## config.mk

```make
export PLATFORM = sky130hd
export DESIGN_NAME = stackcalc_sequencer
export DESIGN_NICKNAME = d
export VERILOG_FILES = /design/src/rtl/stackcalc_sequencer.sv
export SDC_FILE = /design/constraint.sdc
export NUM_CORES = 1
export LEC_CHECK = 0
export CORE_ASPECT_RATIO = 0.75
export CORE_MARGIN = 3
export CORE_UTILIZATION = 28
export DETAILED_ROUTE_END_ITERATION = 12
export SYNTH_ARGS = -nofsm -noshare
export SYNTH_HDL_FRONTEND = slang
export SYNTH_SLANG_ARGS = --single-unit
```

## constraint.sdc

```tcl
create_clock -name clk -period 2 [get_ports clk]
set_input_delay 0.4 -clock clk [delete_from_list [all_inputs] [get_ports clk]]
set_output_delay 0.4 -clock clk [all_outputs]
set_load 0.01 [all_outputs]
```

## src/rtl/stackcalc_sequencer.sv

```systemverilog
// Program sequencer for the stack calculator: buffers instruction nibbles, replays them on run.
// Optional trace outputs (trace_valid/trace_data) are enabled by defining STACKCALC_SEQ_TRACE_EN.
module stackcalc_sequencer #(
    parameter int DEPTH  = 8,
    parameter int ADDR_W = 3,
    parameter int SETTLE = 1
) (
    input  logic              clk,
    input  logic              rst,
    input  logic              clear,
    input  logic              load_valid,
    input  logic [3:0]        load_nibble,
    output logic              load_ready,
    input  logic              run,
    output logic [3:0]        calc_in,
    output logic              calc_step,
    input  logic [3:0]        calc_out,
    output logic [3:0]        result,
    output logic              result_valid,
    output logic              busy,
    output logic [ADDR_W:0]   prog_len
`ifdef STACKCALC_SEQ_TRACE_EN
    ,
    output logic              trace_valid,
    output logic [3:0]        trace_data
`endif
);

    typedef enum logic [1:0] {
        S_IDLE,
        S_ISSUE,
        S_WAIT,
        S_CAPTURE
    } state_t;

    localparam int                CNT_W       = (SETTLE > 1) ? $clog2(SETTLE) : 1;
    localparam logic [CNT_W-1:0]  SETTLE_LAST = CNT_W'(SETTLE - 1);
    localparam logic [ADDR_W:0]   FULL_LEN    = (ADDR_W + 1)'(DEPTH);

    state_t              state, state_nxt;
    logic [3:0]          prog_mem [DEPTH];
    logic [ADDR_W-1:0]   pc;
    logic [CNT_W-1:0]    settle_cnt;
    logic                full;
    logic                settle_done;
    logic                last_instr;
    logic                run_go;
    logic                load_go;

    assign full        = (prog_len == FULL_LEN);
    assign load_ready  = (state == S_IDLE) && !full && !run && !clear;
    assign load_go     = load_valid && load_ready;
    assign run_go      = (state == S_IDLE) && !clear && run && (prog_len != '0);
    assign settle_done = (settle_cnt == SETTLE_LAST);
    assign last_instr  = ({1'b0, pc} == (prog_len - 1'b1));
    assign calc_step   = (state == S_ISSUE);
    assign busy        = (state != S_IDLE);

    always_ff @(posedge clk) begin
        if (rst) begin
            state <= S_IDLE;
        end else begin
            state <= state_nxt;
        end
    end

    always_comb begin
        state_nxt = state;
        case (state)
            S_IDLE:    if (run_go) state_nxt = S_ISSUE;
            S_ISSUE:   state_nxt = S_WAIT;
            S_WAIT:    if (settle_done) state_nxt = last_instr ? S_CAPTURE : S_ISSUE;
            S_CAPTURE: state_nxt = S_IDLE;
            default:   state_nxt = S_IDLE;
        endcase
    end

    // calc_in is loaded on the edge that enters ISSUE so it is stable for the whole strobe cycle
    always_ff @(posedge clk) begin
        if (rst) begin
            prog_len     <= '0;
            pc           <= '0;
            calc_in      <= '0;
            settle_cnt   <= '0;
            result       <= '0;
            result_valid <= 1'b0;
        end else begin
            case (state)
                S_IDLE: begin
                    if (clear) begin
                        prog_len     <= '0;
                        result_valid <= 1'b0;
                    end else if (run_go) begin
                        pc           <= '0;
                        result_valid <= 1'b0;
                        calc_in      <= prog_mem[0];
                    end else if (load_go) begin
                        prog_len <= prog_len + 1'b1;
                    end
                end
                S_ISSUE: begin
                    settle_cnt <= '0;
                end
                S_WAIT: begin
                    if (!settle_done) begin
                        settle_cnt <= settle_cnt + 1'b1;
                    end else if (!last_instr) begin
                        pc      <= pc + 1'b1;
                        calc_in <= prog_mem[pc + 1'b1];
                    end
                end
                S_CAPTURE: begin
                    result       <= calc_out;
                    result_valid <= 1'b1;
                end
                default: ;
            endcase
        end
    end

    always_ff @(posedge clk) begin
        if (load_go) begin
            prog_mem[prog_len[ADDR_W-1:0]] <= load_nibble;
        end
    end

`ifdef STACKCALC_SEQ_TRACE_EN
    always_comb begin
        trace_valid = (state == S_WAIT) && settle_done;
        trace_data  = trace_valid ? calc_out : '0;
    end
`endif

endmodule

```

==> run metrics, run 1 <==
CP bufs+invs=2; Fin. Hold Viols=0; first drt pass iteration count=4; core area=0.007466 sq mm; flops & latches, synth=50; # DRC=0; Synth Instances=174; max_slew headroom=0.7748; post-DP HPWL=about 3.5 mm; CTS sink cnt=50; Finish-stage setup viols=0; fraction of layout cells with a size suffix above 1=0.2325; worst-margin pin slew=around 330 ps; final instance area=0.002840 sq mm; GRT Total Usage=0.1125; Reg clk slew, reported paths=approximately 100 ps; leak pwr=just under 1 nW; first-pass GRT wire length=~7.4 mm; VDD IR-drop max=287.8 uV; area share of the largest cell type after synthesis=0.4391; Worst setup SP type=flip-flop; antenna violations before repair=0; row count=27; sequential share of the synthesized area=0.6038; met3 global-route usage=0.03186; synth unique cells=39; crit path capture=calc_step; wire length per cell=~14 um; Post-CTS Hold Fix Bufs=0; Routed WL=roughly 4.7 mm; vias in the first global route=about 1,400; largest net degree at the start of global routing=17; critical path, cell by cell=inv_1 -> nor2_1 -> clkdlybuf4s50_1; Post-Syn Area=0.002188 sq mm; crit path capture type=primary output; clk_lat worst skew=about 310 ps; CP max FO=5; Crit path depth=3; predominant post-synthesis flop cell=edfxtp_1; RSZ-0062 raised after global routing=no; most used routing layer=met1; Post-DP Area=about 0.0027 sq mm; FMAX=around 530 MHz; die footprint=about 0.0089 sq mm; Syn-to-layout area delta=29.79%; CP required=between 1500 and 2000 ps; Max Cap Viol=0; CTS Buf Count=5; Crit path max-delay family=buffers and inverters; R2R Path Start=prog_len[0]; Max Root-Sink Buffers=2; GRT met1 Usage=0.1673; Arr. time, crit path=roughly 1500 ps; reg2reg path depth=8; hold crit path type=reg2reg; total setup buffers inserted after CTS=0; critical path class=reg2out; Die Ht=a little over 80 um; slowest CP cell=clkdlybuf4s50_1; Largest stage delay, worst path=between 500 and 600 ps; GP Congestion=0.7832; CTS tree=built; final core utilization=0.3804; Vias/cell=between 4 and 5; Worst setup startpoint=state[0]; Pwr Total=approximately 1.8 mW; Port Buf Inserts=28; number of synthesized flops with an enable pin=32; Yosys warnings=0; Async S/R FF share, synth=0; Slew Limit Fails=0; reg2reg end=calc_in[1]; Yosys top cell by area=edfxtp_1; FILL cells=roughly 710; period utilization=0.9470; Avg Cell Area, Syn=roughly 13 sq um; # IOs=29; # diodes=0; syn nets=between 150 and 200; Die W=around 110 um; Power Density=approximately 630 mW/mm^2; initial core utilization=0.2931; Iter 0 DRT Violations=60; CTS root buffer=clkbuf_8; minimum clock period after layout=between 1500 and 2000 ps; top post-synthesis cells by area=edfxtp_1 (44%), dfxtp_1 (16%), mux4_2 (8.2%), nor2_1 (2.6%), nand2_1 (2.4%); layout net count=roughly 240; depth of the CTS H-tree=2; skew final=around 12 ps; Worst R2R Setup Slack=130 ps; Vias=1,546; status=finished, final reports clean; gr ovfl total=0; Post-DRT Antenna Nets=0; GR Util met2=0.1557
==> tightest hold or removal path: cells and delay by family (launching register included) <==
family	cells	cell delay [ps]
flops	1	320
simple gates	1	50
compound gates	1	50
==> cell usage after synthesis, drive strengths merged, types with 2 or more instances <==
library cell  count
edfxtp           32
dfxtp            18
nor2             16
nand2            14
a21oi            12
o21ai             9
mux4              8
buf               7
inv               5
nand3             5
nand3b            5
nor4              5
xor2              5
a31o              4
nor3              4
o22ai             4
clkbuf            3
ha                3
a31oi             2
or3b              2
==> worst min-delay path by stage <==
stage,depth (start not counted),slack (ps),startpoint,endpoint
after floorplan,1,470,rst,pc[2]
after global placement,2,440,result[1],result[1]
after detailed placement,2,450,result[1],result[1]
after CTS,2,460,result[1],result[1]
after global routing,2,490,result[3],result[3]
final,2,460,result[0],result[0]
==> layout make-up <==
type | count | area [sq um] | area share
clock buffer | 5 | 68.82 | 0.02423
multi-input combinational | 109 | 790.8 | 0.2784
sequential | 50 | 1325 | 0.4665
tap | 101 | 126.4 | 0.04449
timing repair buffer | 56 | 490.5 | 0.1727
inverter | 5 | 18.77 | 0.006608
clock inverter | 3 | 20.02 | 0.007048
==> metal layers <==
metal	wire, um	up-vias
li1	-	762
met1	2488	755
met2	1954	22
met3	184	7
met4	60	0
met5	0	-
==> placed cells by master, fill, tap and decap left out, types with 6 or more instances in the layout <==
cell	instances
a21oi_1	10
buf_4	28
clkdlybuf4s50_1	27
dfxtp_1	15
edfxtp_1	32
mux4_2	8
nand2_1	14
nor2_1	15
o21ai_0	6
==> cells by family (layout without fill, tap and decap cells) <==
family | after synthesis | in the layout | share of synthesized area
AO/OA/AOI/OAI | 34 | 34 | 0.1023
XOR/XNOR | 5 | 5 | 0.02001
adder cells (fa/ha/maj) | 3 | 3 | 0.01715
buffers and inverters | 15 | 69 | 0.03488
flip-flops | 50 | 50 | 0.6038
multiplexers | 8 | 8 | 0.08233
AND/OR/NAND/NOR | 59 | 59 | 0.1395
==> power breakdown <==
group          internal [mW]  switching (mW)  leakage, nW
logic                 0.0492          0.0464        0.487
registers               1.10         0.00302        0.435
clock network          0.247           0.341       0.0484
total                   1.40           0.390        0.970
==> stage by stage <==
stage / TNS [ps] / setup slack, ps / hold WS, ps / std cells
2_1_floorplan: 0 / 3.499 / 469.4 / 174
3_3_place_gp: -203.7 / -82.18 / 444.6 / 321
3_5_place_dp: -347.4 / -90.60 / 449.9 / 321
4_1_cts: 0 / 10.17 / 463.8 / 329
5_1_grt: 0 / 24.72 / 493.2 / 329
6_report: 0 / 106.0 / 462.7 / 329
==> what timing repair did <==
action	CTS	global route
gates resized for setup	3	2
setup endpoints to repair	1	2
pin swaps	0	0
==> state kept, by name, summed over array words and instances (netlist names) <==
register and cells:
prog_mem 32, prog_len 4, state 2, calc_in 4, result 4, result_valid 1
pc 3
Note: power is estimated with default switching activity, not from simulation.
==> run 2, diff against run 1 <==
--- a/config.mk
+++ b/config.mk
@@ -12,3 +12,4 @@
 export SYNTH_ARGS = -nofsm -noshare
 export SYNTH_HDL_FRONTEND = slang
 export SYNTH_SLANG_ARGS = --single-unit
+export TNS_END_PERCENT = 5
==> results of run 2 <==
The final DEF is identical to that of run 1; final timing and power are the same.
==> run 3, diff against run 2 <==
--- a/config.mk
+++ b/config.mk
@@ -6,10 +6,9 @@
 export NUM_CORES = 1
 export LEC_CHECK = 0
 export CORE_ASPECT_RATIO = 0.75
-export CORE_MARGIN = 3
 export CORE_UTILIZATION = 28
 export DETAILED_ROUTE_END_ITERATION = 12
 export SYNTH_ARGS = -nofsm -noshare
 export SYNTH_HDL_FRONTEND = slang
 export SYNTH_SLANG_ARGS = --single-unit
-export TNS_END_PERCENT = 5
+export TNS_END_PERCENT = 100
==> run metrics, run 3 (same netlist as run 1, synthesis figures left out) <==
status=finished, final reports clean (unchanged); clk_lat worst skew=300 ps (was 310 ps); commonest non-fill, non-tap cells in the layout=edfxtp_1 (32), clkdlybuf4s50_1 (27), buf_4 (27), nor2_1 (15), dfxtp_1 (15) (was edfxtp_1 (32), buf_4 (28), clkdlybuf4s50_1 (27), nor2_1 (15), dfxtp_1 (15)); Iter 0 DRT Violations=91 (was 60); R2R Path Start=prog_len[0] (unchanged); critical path class=reg2out (unchanged); worst-margin pin slew=305.9 ps (was 334.7 ps); reg2reg path depth=8 (unchanged); Pwr Total=1.887 mW (was 1.787 mW); Min Hold Slack=459.0 ps (was 462.7 ps); row count=27 (unchanged); Die W=104.1 um (was 108.1 um); depth of the CTS H-tree=2 (unchanged); gr ovfl total=0 (unchanged); Worst R2R Setup Slack=120 ps (was 130 ps); largest net degree at the start of global routing=15 (was 17); # DRC=0 (unchanged); # IOs=29 (unchanged); area occupied by multi-input gates=790.8 sq um (unchanged); die footprint=0.008177 sq mm (was 0.008923 sq mm); skew final=6.383 ps (was 12.39 ps); post-DP HPWL=3.468 mm (was 3.525 mm); hold crit path type=reg2reg (unchanged); RSZ-0062 raised after global routing=no (unchanged); Register Area=0.001325 sq mm (unchanged); GP Congestion=0.7601 (was 0.7832); Port Buf Inserts=28 (unchanged); fraction of layout cells with a size suffix above 1=0.2237 (was 0.2325); VDD IR-drop max=278.8 uV (was 287.8 uV); antenna violations before repair=0 (unchanged); CTS sink cnt=50 (unchanged); leak pwr=0.9784 nW (was 0.9701 nW); first drt pass iteration count=4 (unchanged); Vias=1,538 (was 1,546); core area=0.007466 sq mm (unchanged); Vias/cell=4.675 (was 4.699); layout net count=243 (unchanged); Worst setup SP type=flip-flop (unchanged); CTS Buf Count=5 (unchanged); FILL cells=753 (was 713); Die Ht=78.56 um (was 82.56 um); Finish-stage setup viols=0 (unchanged); CP required=1600 ps (about the same); # diodes=0 (unchanged); Max Root-Sink Buffers=2 (unchanged); CTS tree=built (unchanged); Max Cap Viol=0 (unchanged); Post-DRT Antenna Nets=0 (unchanged); final std cells w/o fill=329 (unchanged); vias in the first global route=1,516 (was 1,419); max_slew headroom=0.7942 (was 0.7748); Arr. time, crit path=1490 ps (about the same); Slew Limit Fails=0 (unchanged); CP max FO=5 (unchanged); Syn-to-layout area delta=31.10% (was 29.79%); placed instance count=321 (unchanged); Power Density=657.5 mW/mm^2 (was 629.3 mW/mm^2); initial core utilization=0.2931 (unchanged); Largest register FFs=32 (unchanged); Worst setup startpoint=prog_len[0] (was state[0]); wire length per cell=14.09 um (was 14.25 um); Post-Place Worst Slack=-89.33 ps (was -90.60 ps); CTS root buffer=clkbuf_8 (unchanged); Post-CTS Hold Fix Bufs=0 (unchanged); GRT Total Usage=0.1236 (was 0.1125); Fin. Hold Viols=0 (unchanged); FMAX=528.4 MHz (was 528.0 MHz); PnR worst setup slack=107.5 ps (was 106.0 ps); crit path capture type=primary output (unchanged); reg2reg end=calc_in[0] (was calc_in[1]); Reg clk slew, reported paths=90 ps (was 100 ps); Routed WL=4.636 mm (was 4.688 mm); commonest non-fill, non-tap cell in the layout=edfxtp_1 (unchanged); first-pass GRT wire length=7.734 mm (was 7.383 mm); minimum clock period after layout=1892 ps (was 1894 ps); period utilization=0.9462 (was 0.9470); crit path capture=load_ready (was calc_step)
run 3: per-layer routing:
| layer | global-route usage | vias up | part of all wire |
|---|---|---|---|
| met1 | 0.1856 | 755 | 0.54 |
| met2 | 0.1727 | 24 | 0.42 |
| met3 | 0.03156 | 5 | 0.032 |
| met5 | 0 | - | 0 |
| met4 | 0.03429 | 0 | 0.0073 |
| li1 | - | 754 | - |
run 3: timing repair:
item,4_1_cts,5_1_grt
gates resized for setup,3,1
setup buffers,0,0
endpoints found under the hold margin,0,0
endpoints found under the setup margin,1,1
cloned,0,0
run 3: layout make-up:
type                       instances  share of cell area
inverter                           5            0.006542
clock inverter                     1             0.01047
multi-input combinational        109              0.2756
sequential                        50              0.4618
clock buffer                       7             0.02660
timing repair buffer              56              0.1749
tap                              101             0.04405
run 3: critical path, stage by stage (launching register included):
cell and delay (ps):
dfxtp_2 350, inv_1 70, ha_1 200, nand3b_1 120, and3_1 180, dlygate4sd2_1 270
run 3: stage by stage:
step           setup TNS (ps)  utilization  cell area (sq um)
2_1_floorplan               0            -               2188
3_3_place_gp           -200.9       0.3697               2760
4_1_cts                     0       0.3841               2868
5_1_grt                     0       0.3843               2869
3_5_place_dp           -246.3       0.3697               2760
6_report                    0       0.3843               2869
run 3: worst min path at each step:
stage / endpoint / start / cells past startpoint
6_report: result[1] / result[1] / 2
5_1_grt: result[1] / result[1] / 2
4_1_cts: result[3] / result[3] / 2
3_5_place_dp: result[3] / result[3] / 2
3_3_place_gp: result[3] / result[3] / 2
2_1_floorplan: pc[2] / rst / 1
run 3: power breakdown:
| part | internal [mW] | total [mW] | switching, mW |
|---|---|---|---|
| registers | 1.10 | 1.10 | 0.00308 |
| clock network | 0.374 | 0.688 | 0.313 |
| logic | 0.0485 | 0.0953 | 0.0468 |
